==> config.mk <==
export PLATFORM = sky130hd
export DESIGN_NAME = validator_flat
export DESIGN_NICKNAME = d
export VERILOG_FILES = /design/src/rtl/validator_if.sv /design/src/rtl/validator.sv /design/src/flat_wrapper.sv
export SDC_FILE = /design/constraint.sdc
export NUM_CORES = 1
export LEC_CHECK = 0
export CORE_ASPECT_RATIO = 0.9
export CORE_MARGIN = 4
export CORE_UTILIZATION = 50
export DETAILED_ROUTE_END_ITERATION = 16
export PLACE_DENSITY = 0.8
export RECOVER_POWER = 25
export SYNTH_ARGS = -nofsm -noshare
export SYNTH_HDL_FRONTEND = slang
export SYNTH_SLANG_ARGS = --single-unit
==> constraint.sdc <==
create_clock -name clock -period 4.44 [get_ports clock]
set_clock_uncertainty 0.15 [all_clocks]
set_input_delay 0.888 -clock clock [delete_from_list [all_inputs] [get_ports clock]]
set_output_delay 0.888 -clock clock [all_outputs]
set_load 0.02 [all_outputs]
==> src/rtl/validator_if.sv <==
// Validator bus: the new-move controller command/result signals and the
// synchronous-read board memory port, grouped so the walker has one port.
//   enable/ld/step_in/pos_in/player_in : command from the controller
//   s_done_o/dir_status_o/count_o       : walk result back to the controller
//   mem_addr_o/mem_data_i               : board memory read port
// slave  = the validator side, master = the controller/memory side.
interface validator_if;
  logic       enable;
  logic       ld;
  logic [4:0] step_in;
  logic [6:0] pos_in;
  logic       player_in;
  logic [6:0] mem_addr_o;
  logic [1:0] mem_data_i;
  logic       s_done_o;
  logic       dir_status_o;
  logic [2:0] count_o;

  modport slave (
    input  enable, ld, step_in, pos_in, player_in, mem_data_i,
    output mem_addr_o, s_done_o, dir_status_o, count_o
  );

  modport master (
    output enable, ld, step_in, pos_in, player_in, mem_data_i,
    input  mem_addr_o, s_done_o, dir_status_o, count_o
  );
endinterface

==> src/rtl/validator.sv <==
// Direction validator: walks from a candidate move along one direction,
// counting opponent discs until it meets an own disc (bracketed), an empty
// or border cell, an off-board address, or the run limit.
// Ports:
//   clock  - sole clock, rising edge
//   reset  - synchronous active-low reset
//   bus    - validator_if.slave (command, result and board memory port)
// Parameters:
//   BOARD_CELLS - addressable cells; addresses at or above act as border
//   MAX_RUN     - opponent cells walked before the walk is forced to end
module validator #(
  parameter int unsigned BOARD_CELLS = 100,
  parameter int unsigned MAX_RUN     = 8
) (
  input  logic       clock,
  input  logic       reset,
  validator_if.slave bus
);

  localparam int unsigned ADDR_W = 7;
  localparam int unsigned STEP_W = 5;
  localparam int unsigned CNT_W  = $clog2(MAX_RUN + 1);
  localparam int unsigned OUT_W  = 3;

  localparam logic [1:0] CELL_BLACK = 2'b01;
  localparam logic [1:0] CELL_WHITE = 2'b10;

  typedef enum logic [2:0] {
    S_IDLE,
    S_START,
    S_READ,
    S_EVAL,
    S_DONE
  } state_t;

  state_t              state_q;
  logic [STEP_W-1:0]   step_q;
  logic [ADDR_W-1:0]   pos_q;
  logic                player_q;
  logic [ADDR_W-1:0]   cur_q;
  logic [CNT_W-1:0]    run_q;
  logic                done_q;
  logic                status_q;
  logic [OUT_W-1:0]    count_q;

  // Sign-extended step and the colour roles of the mover
  logic [ADDR_W-1:0] step_ext_c;
  logic [1:0]        opp_cell_c;
  logic [1:0]        own_cell_c;
  logic              off_board_c;
  logic              run_ok_c;

  always_comb begin
    step_ext_c  = {{(ADDR_W - STEP_W){step_q[STEP_W-1]}}, step_q};
    opp_cell_c  = player_q ? CELL_BLACK : CELL_WHITE;
    own_cell_c  = player_q ? CELL_WHITE : CELL_BLACK;
    off_board_c = (32'(cur_q) >= BOARD_CELLS);
    run_ok_c    = (32'(run_q) < MAX_RUN);
  end

  // Walk FSM; addresses wrap mod 128 and off-board addresses never use memory
  always_ff @(posedge clock) begin
    if (!reset) begin
      state_q  <= S_IDLE;
      step_q   <= '0;
      pos_q    <= '0;
      player_q <= 1'b0;
      cur_q    <= '0;
      run_q    <= '0;
      done_q   <= 1'b0;
      status_q <= 1'b0;
      count_q  <= '0;
    end else begin
      done_q <= 1'b0;
      case (state_q)
        S_IDLE: begin
          if (bus.ld) begin
            step_q   <= bus.step_in;
            pos_q    <= bus.pos_in;
            player_q <= bus.player_in;
          end
          if (bus.enable) begin
            state_q <= S_START;
          end
        end
        S_START: begin
          cur_q    <= pos_q + step_ext_c;
          run_q    <= '0;
          status_q <= 1'b0;
          count_q  <= '0;
          state_q  <= S_READ;
        end
        S_READ: begin
          // Address held on cur_q; memory answers during S_EVAL
          state_q <= S_EVAL;
        end
        S_EVAL: begin
          if (!off_board_c && (bus.mem_data_i == opp_cell_c) && run_ok_c) begin
            run_q   <= run_q + CNT_W'(1);
            cur_q   <= cur_q + step_ext_c;
            state_q <= S_READ;
          end else begin
            // Own disc brackets only if something was passed; all else is border
            status_q <= !off_board_c && (bus.mem_data_i == own_cell_c) && (run_q != '0);
            count_q  <= OUT_W'(run_q);
            done_q   <= 1'b1;
            state_q  <= S_DONE;
          end
        end
        S_DONE: begin
          state_q <= S_IDLE;
        end
        default: begin
          state_q <= S_IDLE;
        end
      endcase
    end
  end

  assign bus.mem_addr_o   = cur_q;
  assign bus.s_done_o     = done_q;
  assign bus.dir_status_o = status_q;
  assign bus.count_o      = count_q;

endmodule

==> src/flat_wrapper.sv <==
// flat-port wrapper written by rule: the top's interface ports become plain ports
module validator_flat 
#(
  parameter int unsigned BOARD_CELLS = 100,
  parameter int unsigned MAX_RUN     = 8
)
  (clock, reset, bus_enable, bus_ld, bus_step_in, bus_pos_in, bus_player_in, bus_mem_data_i, bus_mem_addr_o, bus_s_done_o, bus_dir_status_o, bus_count_o);
  validator_if bus_i ();
  input  logic clock;
  input  logic reset;
  input wire logic [$bits(bus_i.enable)-1:0] bus_enable;
  input wire logic [$bits(bus_i.ld)-1:0] bus_ld;
  input wire logic [$bits(bus_i.step_in)-1:0] bus_step_in;
  input wire logic [$bits(bus_i.pos_in)-1:0] bus_pos_in;
  input wire logic [$bits(bus_i.player_in)-1:0] bus_player_in;
  input wire logic [$bits(bus_i.mem_data_i)-1:0] bus_mem_data_i;
  output wire logic [$bits(bus_i.mem_addr_o)-1:0] bus_mem_addr_o;
  output wire logic [$bits(bus_i.s_done_o)-1:0] bus_s_done_o;
  output wire logic [$bits(bus_i.dir_status_o)-1:0] bus_dir_status_o;
  output wire logic [$bits(bus_i.count_o)-1:0] bus_count_o;
  assign bus_i.enable = bus_enable;
  assign bus_i.ld = bus_ld;
  assign bus_i.step_in = bus_step_in;
  assign bus_i.pos_in = bus_pos_in;
  assign bus_i.player_in = bus_player_in;
  assign bus_i.mem_data_i = bus_mem_data_i;
  assign bus_mem_addr_o = bus_i.mem_addr_o;
  assign bus_s_done_o = bus_i.s_done_o;
  assign bus_dir_status_o = bus_i.dir_status_o;
  assign bus_count_o = bus_i.count_o;
  validator #(.BOARD_CELLS(BOARD_CELLS), .MAX_RUN(MAX_RUN)) u_core (.clock(clock), .reset(reset), .bus(bus_i));
endmodule
==> results.yml, run 1 <==
worst_setup_path:
  start_kind: "input port"
  cp.arrival_ns: 3.05
  endpoint_kind: "flop"
  endpoint: "u_core.bus.mem_addr_o[5]$_SDFFE_PN0P_"
  path_class: "in -> reg"
  critPathMaxFanout: 11
  crit_start: "bus_mem_data_i[1]"
  rr_endpoint: "u_core.bus.mem_addr_o[6]$_SDFFE_PN0P_"
  r2r-start: "u_core.state_q[1]$_SDFFE_PN0P_"
  r2r_slack_ns: 1.53
  crit_required_ns: 4.54
  reg2reg_depth: 10
cts:
  ctsLongestPathBuffers: 2
  cts.sink_count: 32
  cts_setup_buffers: 0
  clk_pin_slew_worst_paths_ns: 0.10
  cts_tree: "yes"
  cts_buffers: 5
  ctsResizeCount: 0
  cts_hold_buffers: 0
  htree_levels: 2
  insertion_delay_ns: 0.33
  clockRootBuffer: "clkbuf_4"
min_path:
  hold_path.class: "reg -> reg"
floorplanning:
  rows: 19
  start_util_pct: 52.6
  die-area_sq_um: 4230
  die_h_microns: 62.1
  core_area_sq_um: 3090
  ios: 31
  die_w_microns: 68.1
finish:
  final_cell_mix: "38 x nand2_1, 32 x dfxtp_1, 29 x clkdlybuf4s50_1"
  antenna_cells: 0
  syn_to_final_growth_pct: 24.2
  postLayoutCoreUtil_pct: 65.3
  layout_commonest_cell: "nand2_1"
  final_cell_count_no_fill: 267
  fin_nets: 252
  drive_gt1_share_pct: 8.89
placed_design:
  dp.cells: 259
  place.port_buffers: 30
  hpwl_microns: 2460
  place_congestion: 0.818
logic_synthesis:
  ys_seq_area_share_pct: 39.4
  netlist-cell-type-count: 41
  synthArstFlopShare_pct: 0
  netlist_area_sq_um: 1630
  synth_warnings: 0
  ys_seq_elements: 32
  synth_edf_count: 0
  synthesis.nets: 221
  syn-instance-count: 193
  ys.flop_type: "dfxtp_1"
  syn_area_per_cell_sq_um: 8.42
pwr:
  powerDensity_nw_per_um2: 300
  ir_drop_v: 0.000230
  power.leakage_nw: 0.770
global_routing:
  first_global_vias: 1230
  grt_max_degree: 25
  grt.total_usage_pct: 18.1
  antenna_found_initial: 0
  grt_first_pass_wirelength_microns: 5660
  grt_overflow_total: 0
sta:
  slew_headroom_pct: 49.7
  final_hold_viol_count: 0
  setup_tns_ns: 0
  rsz0062_at_grt: "no"
  final-setup-viol-count: 0
  min_period_ns: 2.95
  drv_slew: 0
  period_share_pct: 66.4
  fmax_ghz: 0.339
  worst_slew_pin_slew_ns: 0.754
drt:
  detail_route.wl_per_cell_microns: 12.7
  antenna_left: 0
  via_per_inst: 5.32
  first_iter_violations: 81
  drc_errors: 0
  drtPass1Iterations: 4
  dr_total_vias: 1421
  wirelength_microns: 3400
flow_run:
  maxCapViolations: 0
outcome:
  status: "finished clean"
==> Yosys cell counts (2+ instances only) <==
library cell,count,share of area [%]
mux2i_1,6,3.7
nor3_1,2,0.62
a21oi_1,20,6.2
ha_1,8,6.2
o32ai_1,3,1.6
dfxtp_1,32,39
nand2_1,38,8.8
o211ai_1,2,0.92
o21ai_0,5,1.5
inv_1,10,2.3
nor2_1,18,4.2
mux2_2,6,4.2
nand3b_1,4,1.8
o21a_1,2,0.92
xnor2_1,3,1.6
clkbuf_1,4,0.92
a211oi_1,2,0.92
o22ai_1,2,0.77
or2_2,2,0.77
nand2b_1,3,1.2
==> critical path: stages <==
cell	delay, ns
clkdlybuf4s50_1	0.50
or3b_4	0.40
a211oi_4	0.42
o21a_1	0.47
o21ai_0	0.17
a21oi_1	0.20
==> layout make-up <==
type / count / area [sq um]
Clock buffer: 8 / 58.8
Fill cell: 267 / 1070
Inverter: 10 / 37.5
Multi-Input combinational cell: 144 / 922
Timing Repair Buffer: 31 / 308
Sequential cell: 32 / 641
Tap cell: 42 / 52.6
==> per-layer routing <==
metal	up-vias	share of wire [%]	GRT usage, %
met3	5	4.6	3.96
met1	645	52	26.7
met2	40	42	25.3
met5	-	0	0
li1	731	-	-
met4	0	1.2	7.65
==> how the worst min path moves through the flow <==
stage,start,cells after the start,slack [ns],end
after global placement,u_core.pos_q[4]$_SDFFE_PN0P_,2,0.29,u_core.pos_q[4]$_SDFFE_PN0P_
final,u_core.pos_q[1]$_SDFFE_PN0P_,2,0.31,u_core.pos_q[1]$_SDFFE_PN0P_
after global routing,u_core.pos_q[4]$_SDFFE_PN0P_,2,0.33,u_core.pos_q[4]$_SDFFE_PN0P_
after CTS,u_core.pos_q[4]$_SDFFE_PN0P_,2,0.31,u_core.pos_q[4]$_SDFFE_PN0P_
after floorplan,u_core.pos_q[0]$_SDFFE_PN0P_,2,0.28,u_core.pos_q[0]$_SDFFE_PN0P_
after detailed placement,u_core.pos_q[4]$_SDFFE_PN0P_,2,0.29,u_core.pos_q[4]$_SDFFE_PN0P_
==> power by group <==
group / switching [mW] / leakage [nW] / internal [mW]
Combinational: 0.0599 / 0.477 / 0.0565
Sequential: 0.0133 / 0.261 / 0.301
Clock: 0.0962 / 0.0326 / 0.0781
Total: 0.169 / 0.770 / 0.436
==> state kept, by name, summed over array words and instances, names as in the netlist <==
register and count:
u_core.bus.dir_status_o 1, u_core.step_q 5, u_core.bus.s_done_o 1, u_core.pos_q 7, u_core.run_q 4, u_core.bus.count_o 3
u_core.state_q 3, u_core.bus.mem_addr_o 7, u_core.player_q 1
==> logic make-up after synthesis <==
family,synth area share (%)
simple gates,21.1
compound gates,17.9
flops,39.4
buf+inv,4.23
mux,7.85
fa+ha+maj,7.39
xor+xnor,2.16
==> through the flow <==
step	area, sq um	total power, mW	worst slack (ns)	hold slack, ns
finish	2020	0.605	1.49	0.309
global route	2020	0.634	1.33	0.327
CTS	2020	0.608	1.52	0.310
detailed placement	1960	0.437	1.16	0.295
global placement	1960	0.435	1.24	0.291
floorplan	1630	0.395	1.97	0.283
(Power assumes the default switching activity.)
==> run 2, diff against run 1 <==
Clock period 4.44 ns to 2.93 ns, I/O delays scaled along.
==> results.yml, run 2 (same netlist as run 1, synthesis figures left out) <==
sta:
  slew_headroom_pct: 51.3
  final_hold_viol_count: 0
  fmax_ghz: 0.386
  setup_ws_ns: 0.341
  min_period_ns: 2.59
  period_share_pct: 88.3
  final-setup-viol-count: 0
  rsz0062_at_grt: "no"
  worst_slew_pin_slew_ns: 0.730
  setup_tns_ns: 0
  whs_ns: 0.307
  drv_slew: 0
cts:
  htree_levels: 2
  clockRootBuffer: "clkbuf_4"
  cts.sink_count: 32
  cts_tree: "yes"
  ctsResizeCount: 0
  insertion_delay_ns: 0.35
  cts_hold_buffers: 0
  cts_buffers: 5
  ctsLongestPathBuffers: 2
  clk_pin_slew_worst_paths_ns: 0.10
  cts_setup_buffers: 0
global_routing:
  antenna_found_initial: 0
  grt_max_degree: 25
  grt_first_pass_wirelength_microns: 5860
  grt_overflow_total: 0
  grt.total_usage_pct: 19.0
  first_global_vias: 1344
floorplanning:
  rows: 19
  die_w_microns: 68.1
  die_h_microns: 62.1
  ios: 31
  start_util_pct: 52.6
  core_area_sq_um: 3090
  die-area_sq_um: 4230
worst_setup_path:
  reg2reg_depth: 9
  rr_endpoint: "u_core.bus.mem_addr_o[5]$_SDFFE_PN0P_"
  cp_slowest_cell: "dfxtp_1"
  endpoint_kind: "flop"
  path_class: "reg -> reg"
  critPathMaxFanout: 7
  max_stage_delay_ns: 0.46
  crit_chain: "nand3b_1 > buf_4 > mux2_2 > ha_1 > a211oi_1 > o211ai_1 > o41ai_1 > o21ai_0 > a21oi_1"
  r2r-start: "u_core.state_q[0]$_SDFFE_PN0P_"
  r2r_slack_ns: 0.34
  start_kind: "flop"
  endpoint: "u_core.bus.mem_addr_o[5]$_SDFFE_PN0P_"
  crit_required_ns: 3.05
  cp.arrival_ns: 2.71
  crit_start: "u_core.state_q[0]$_SDFFE_PN0P_"
  path_delay_family: "compound AO/OA/AOI/OAI gates"
  path_buf_inv: 1
  worst-path-stages: 9
pwr:
  ir_drop_v: 0.000289
  powerDensity_nw_per_um2: 478
  power.leakage_nw: 0.805
  p_total_mw: 0.993
finish:
  syn_to_final_growth_pct: 27.9
  antenna_cells: 0
  fin_nets: 258
  final_area_sq_um: 2080
  final_cell_count_no_fill: 273
  postLayoutCoreUtil_pct: 67.2
  final_cell_mix: "38 x nand2_1, 32 x dfxtp_1, 29 x clkdlybuf4s50_1"
  layout_commonest_cell: "nand2_1"
  drive_gt1_share_pct: 11.3
  nFillCells: 257
placed_design:
  dp_slack_ns: 0.258
  dp.cells: 265
  place.port_buffers: 30
  placedInstanceArea_sq_um: 2010
  place_congestion: 0.864
  hpwl_microns: 2580
flow_run:
  maxCapViolations: 0
drt:
  dr_total_vias: 1455
  wirelength_microns: 3520
  first_iter_violations: 137
  antenna_left: 0
  drtPass1Iterations: 4
  detail_route.wl_per_cell_microns: 12.9
  via_per_inst: 5.33
  drc_errors: 0
outcome:
  status: "finished clean"
min_path:
  hold_path.class: "reg -> reg"
run 2: cell count changes in the layout (fill, tap and decap cells not counted), sizes merged:
| cell | before | now |
|---|---|---|
| clkbuf | 8 | 7 |
| clkinv | 0 | 1 |
| bufinv | 0 | 1 |
| buf | 1 | 6 |
run 2: tightest hold or removal path, stage by stage (launching register included):
cell     delay (ns)
dfxtp_1        0.32
nand2_1        0.05
a21oi_1        0.05
run 2: per-layer routing:
metal  vias up  track usage, %  wire length (microns)
li1        739               -                      -
met1       649            24.6                   1670
met2        57            28.7                   1510
met3        10            6.83                    266
met4         0            7.93                     73
met5         -               0                      0
run 2: worst min path at each step:
stage                                 start  depth (start not counted)  slack [ns]                      endpoint
4_1_cts        u_core.pos_q[4]$_SDFFE_PN0P_                          2        0.31  u_core.pos_q[4]$_SDFFE_PN0P_
3_5_place_dp   u_core.pos_q[4]$_SDFFE_PN0P_                          2        0.29  u_core.pos_q[4]$_SDFFE_PN0P_
6_report       u_core.pos_q[4]$_SDFFE_PN0P_                          2        0.31  u_core.pos_q[4]$_SDFFE_PN0P_
5_1_grt        u_core.pos_q[4]$_SDFFE_PN0P_                          2        0.32  u_core.pos_q[4]$_SDFFE_PN0P_
2_1_floorplan  u_core.pos_q[0]$_SDFFE_PN0P_                          2        0.28  u_core.pos_q[0]$_SDFFE_PN0P_
3_3_place_gp   u_core.pos_q[3]$_SDFFE_PN0P_                          2        0.29  u_core.pos_q[3]$_SDFFE_PN0P_
run 2: power by group:
group          internal [mW]  leakage (nW)  switching (mW)  total (mW)
clock                  0.179        0.0422           0.154       0.332
sequential             0.456         0.261          0.0180       0.474
combinational         0.0913         0.502          0.0948       0.186
total                  0.726         0.805           0.266       0.993
run 2: layout make-up:
cell class              count  area [sq um]  area share [%]
multi-input cells         144           922            44.4
flip-flops and latches     32           641            30.8
clock buffers               6          41.3            1.99
well taps                  42          52.6            2.53
clock inverters             2          35.0            1.69
inverters                  10          37.5            1.81
repair buffers             37           349            16.8
==> run 3, diff against run 2 <==
Settings changed: PLACE_DENSITY 0.8 to not set, PLACE_DENSITY_LB_ADDON set to 0.15.
==> results.yml, run 3 (same netlist as run 1, synthesis figures left out) <==
outcome:
  status: "finished clean"
cts:
  clockRootBuffer: "clkbuf_4"
  insertion_delay_ns: 0.33
  ctsLongestPathBuffers: 2
  cts_buffers: 5
  cts_hold_buffers: 0
  cts_setup_buffers: 0
  cts_tree: "yes"
  cts.sink_count: 32
  htree_levels: 2
  clk_pin_slew_worst_paths_ns: 0.09
  ctsResizeCount: 0
global_routing:
  grt_first_pass_wirelength_microns: 6040
  grt_overflow_total: 0
  antenna_found_initial: 0
  grt.total_usage_pct: 19.4
  grt_max_degree: 25
  first_global_vias: 1350
floorplanning:
  start_util_pct: 52.6
  die_w_microns: 68.1
  die_h_microns: 62.1
  die-area_sq_um: 4230
  rows: 19
  core_area_sq_um: 3090
  ios: 31
sta:
  drv_slew: 0
  setup_tns_ns: 0
  final-setup-viol-count: 0
  fmax_ghz: 0.372
  final_hold_viol_count: 0
  min_period_ns: 2.69
  period_share_pct: 91.8
  worst_slew_pin_slew_ns: 0.730
  rsz0062_at_grt: "no"
  slew_headroom_pct: 51.3
drt:
  dr_total_vias: 1449
  first_iter_violations: 33
  via_per_inst: 5.37
  detail_route.wl_per_cell_microns: 13.1
  drtPass1Iterations: 4
  wirelength_microns: 3540
  antenna_left: 0
  drc_errors: 0
worst_setup_path:
  endpoint_kind: "flop"
  path_class: "reg -> reg"
  critPathMaxFanout: 10
  crit_required_ns: 3.03
  reg2reg_depth: 10
  start_kind: "flop"
  cp.arrival_ns: 2.79
placed_design:
  placedInstanceArea_sq_um: 1990
  place_congestion: 0.796
  hpwl_microns: 2690
  place.port_buffers: 30
flow_run:
  maxCapViolations: 0
finish:
  antenna_cells: 0
  syn_to_final_growth_pct: 26.3
  drive_gt1_share_pct: 10.5
  fin_nets: 256
  final_area_sq_um: 2050
  layout_commonest_cell: "nand2_1"
  final_cell_mix: "38 x nand2_1, 32 x dfxtp_1, 29 x clkdlybuf4s50_1"
min_path:
  hold_path.class: "reg -> reg"
  min_path_cells: 2
pwr:
  ir_drop_v: 0.000319
  power.leakage_nw: 0.791
  powerDensity_nw_per_um2: 457
## run 3: cell types whose count changed in the layout (fill, tap and decap cells not counted), sizes merged
cell / previous run / this run
bufinv: 1 / 0
buf: 6 / 4
clkinv: 1 / 0
clkbuf: 7 / 8
## run 3: report_power, final
| group | total (mW) | leakage (nW) | switching (mW) | internal (mW) |
|---|---|---|---|---|
| sequential | 0.477 | 0.261 | 0.0211 | 0.456 |
| clock | 0.280 | 0.0374 | 0.144 | 0.136 |
| combinational | 0.180 | 0.493 | 0.0908 | 0.0892 |
| total | 0.937 | 0.791 | 0.256 | 0.681 |
## run 3: cell type report
class	count	area, sq um
fillers	274	1040
multi-input cells	144	922
flip-flops and latches	32	641
repair buffers	35	334
clock buffers	7	65.1
well taps	42	52.6
inverters	10	37.5
## run 3: final timing paths
| check | to | slack [ns] | startpoint |
|---|---|---|---|
| setup / recovery | u_core.bus.mem_addr_o[6]$_SDFFE_PN0P_ | 0.24 | u_core.state_q[1]$_SDFFE_PN0P_ |
| hold / removal | u_core.pos_q[0]$_SDFFE_PN0P_ | 0.31 | u_core.pos_q[0]$_SDFFE_PN0P_ |
| setup reg to reg | u_core.bus.mem_addr_o[6]$_SDFFE_PN0P_ | 0.24 | u_core.state_q[1]$_SDFFE_PN0P_ |
| hold reg to reg | u_core.pos_q[0]$_SDFFE_PN0P_ | 0.31 | u_core.pos_q[0]$_SDFFE_PN0P_ |
## run 3: critical path, stage by stage (launching register included)
cell,delay (ns)
dfxtp_1,0.52
nand3b_1,0.23
mux2_2,0.28
ha_1,0.19
inv_1,0.07
fa_1,0.42
nor2b_1,0.18
o31a_1,0.17
o22ai_1,0.11
xnor2_1,0.13
o22ai_1,0.17
## run 3: layer usage
metal,share of wire [%],global-route usage (%),vias up
met1,48,25.8,663
met5,0,0,-
met2,46,29.7,47
li1,-,-,735
met4,0.93,7.65,0
met3,6.0,5.58,4
## run 3: stage by stage
step | total power [mW] | std cells | hold WS [ns] | utilization [%] | setup slack, ns
3_3_place_gp | 0.660 | 263 | 0.290 | 64.4 | 0.311
3_5_place_dp | 0.668 | 263 | 0.302 | 64.4 | 0.243
5_1_grt | 0.983 | 270 | 0.334 | 66.4 | 0.0589
4_1_cts | 0.949 | 270 | 0.315 | 66.5 | 0.248
6_report | 0.937 | 270 | 0.310 | 66.4 | 0.241
2_1_floorplan | 0.599 | 193 | 0.283 | - | 0.461
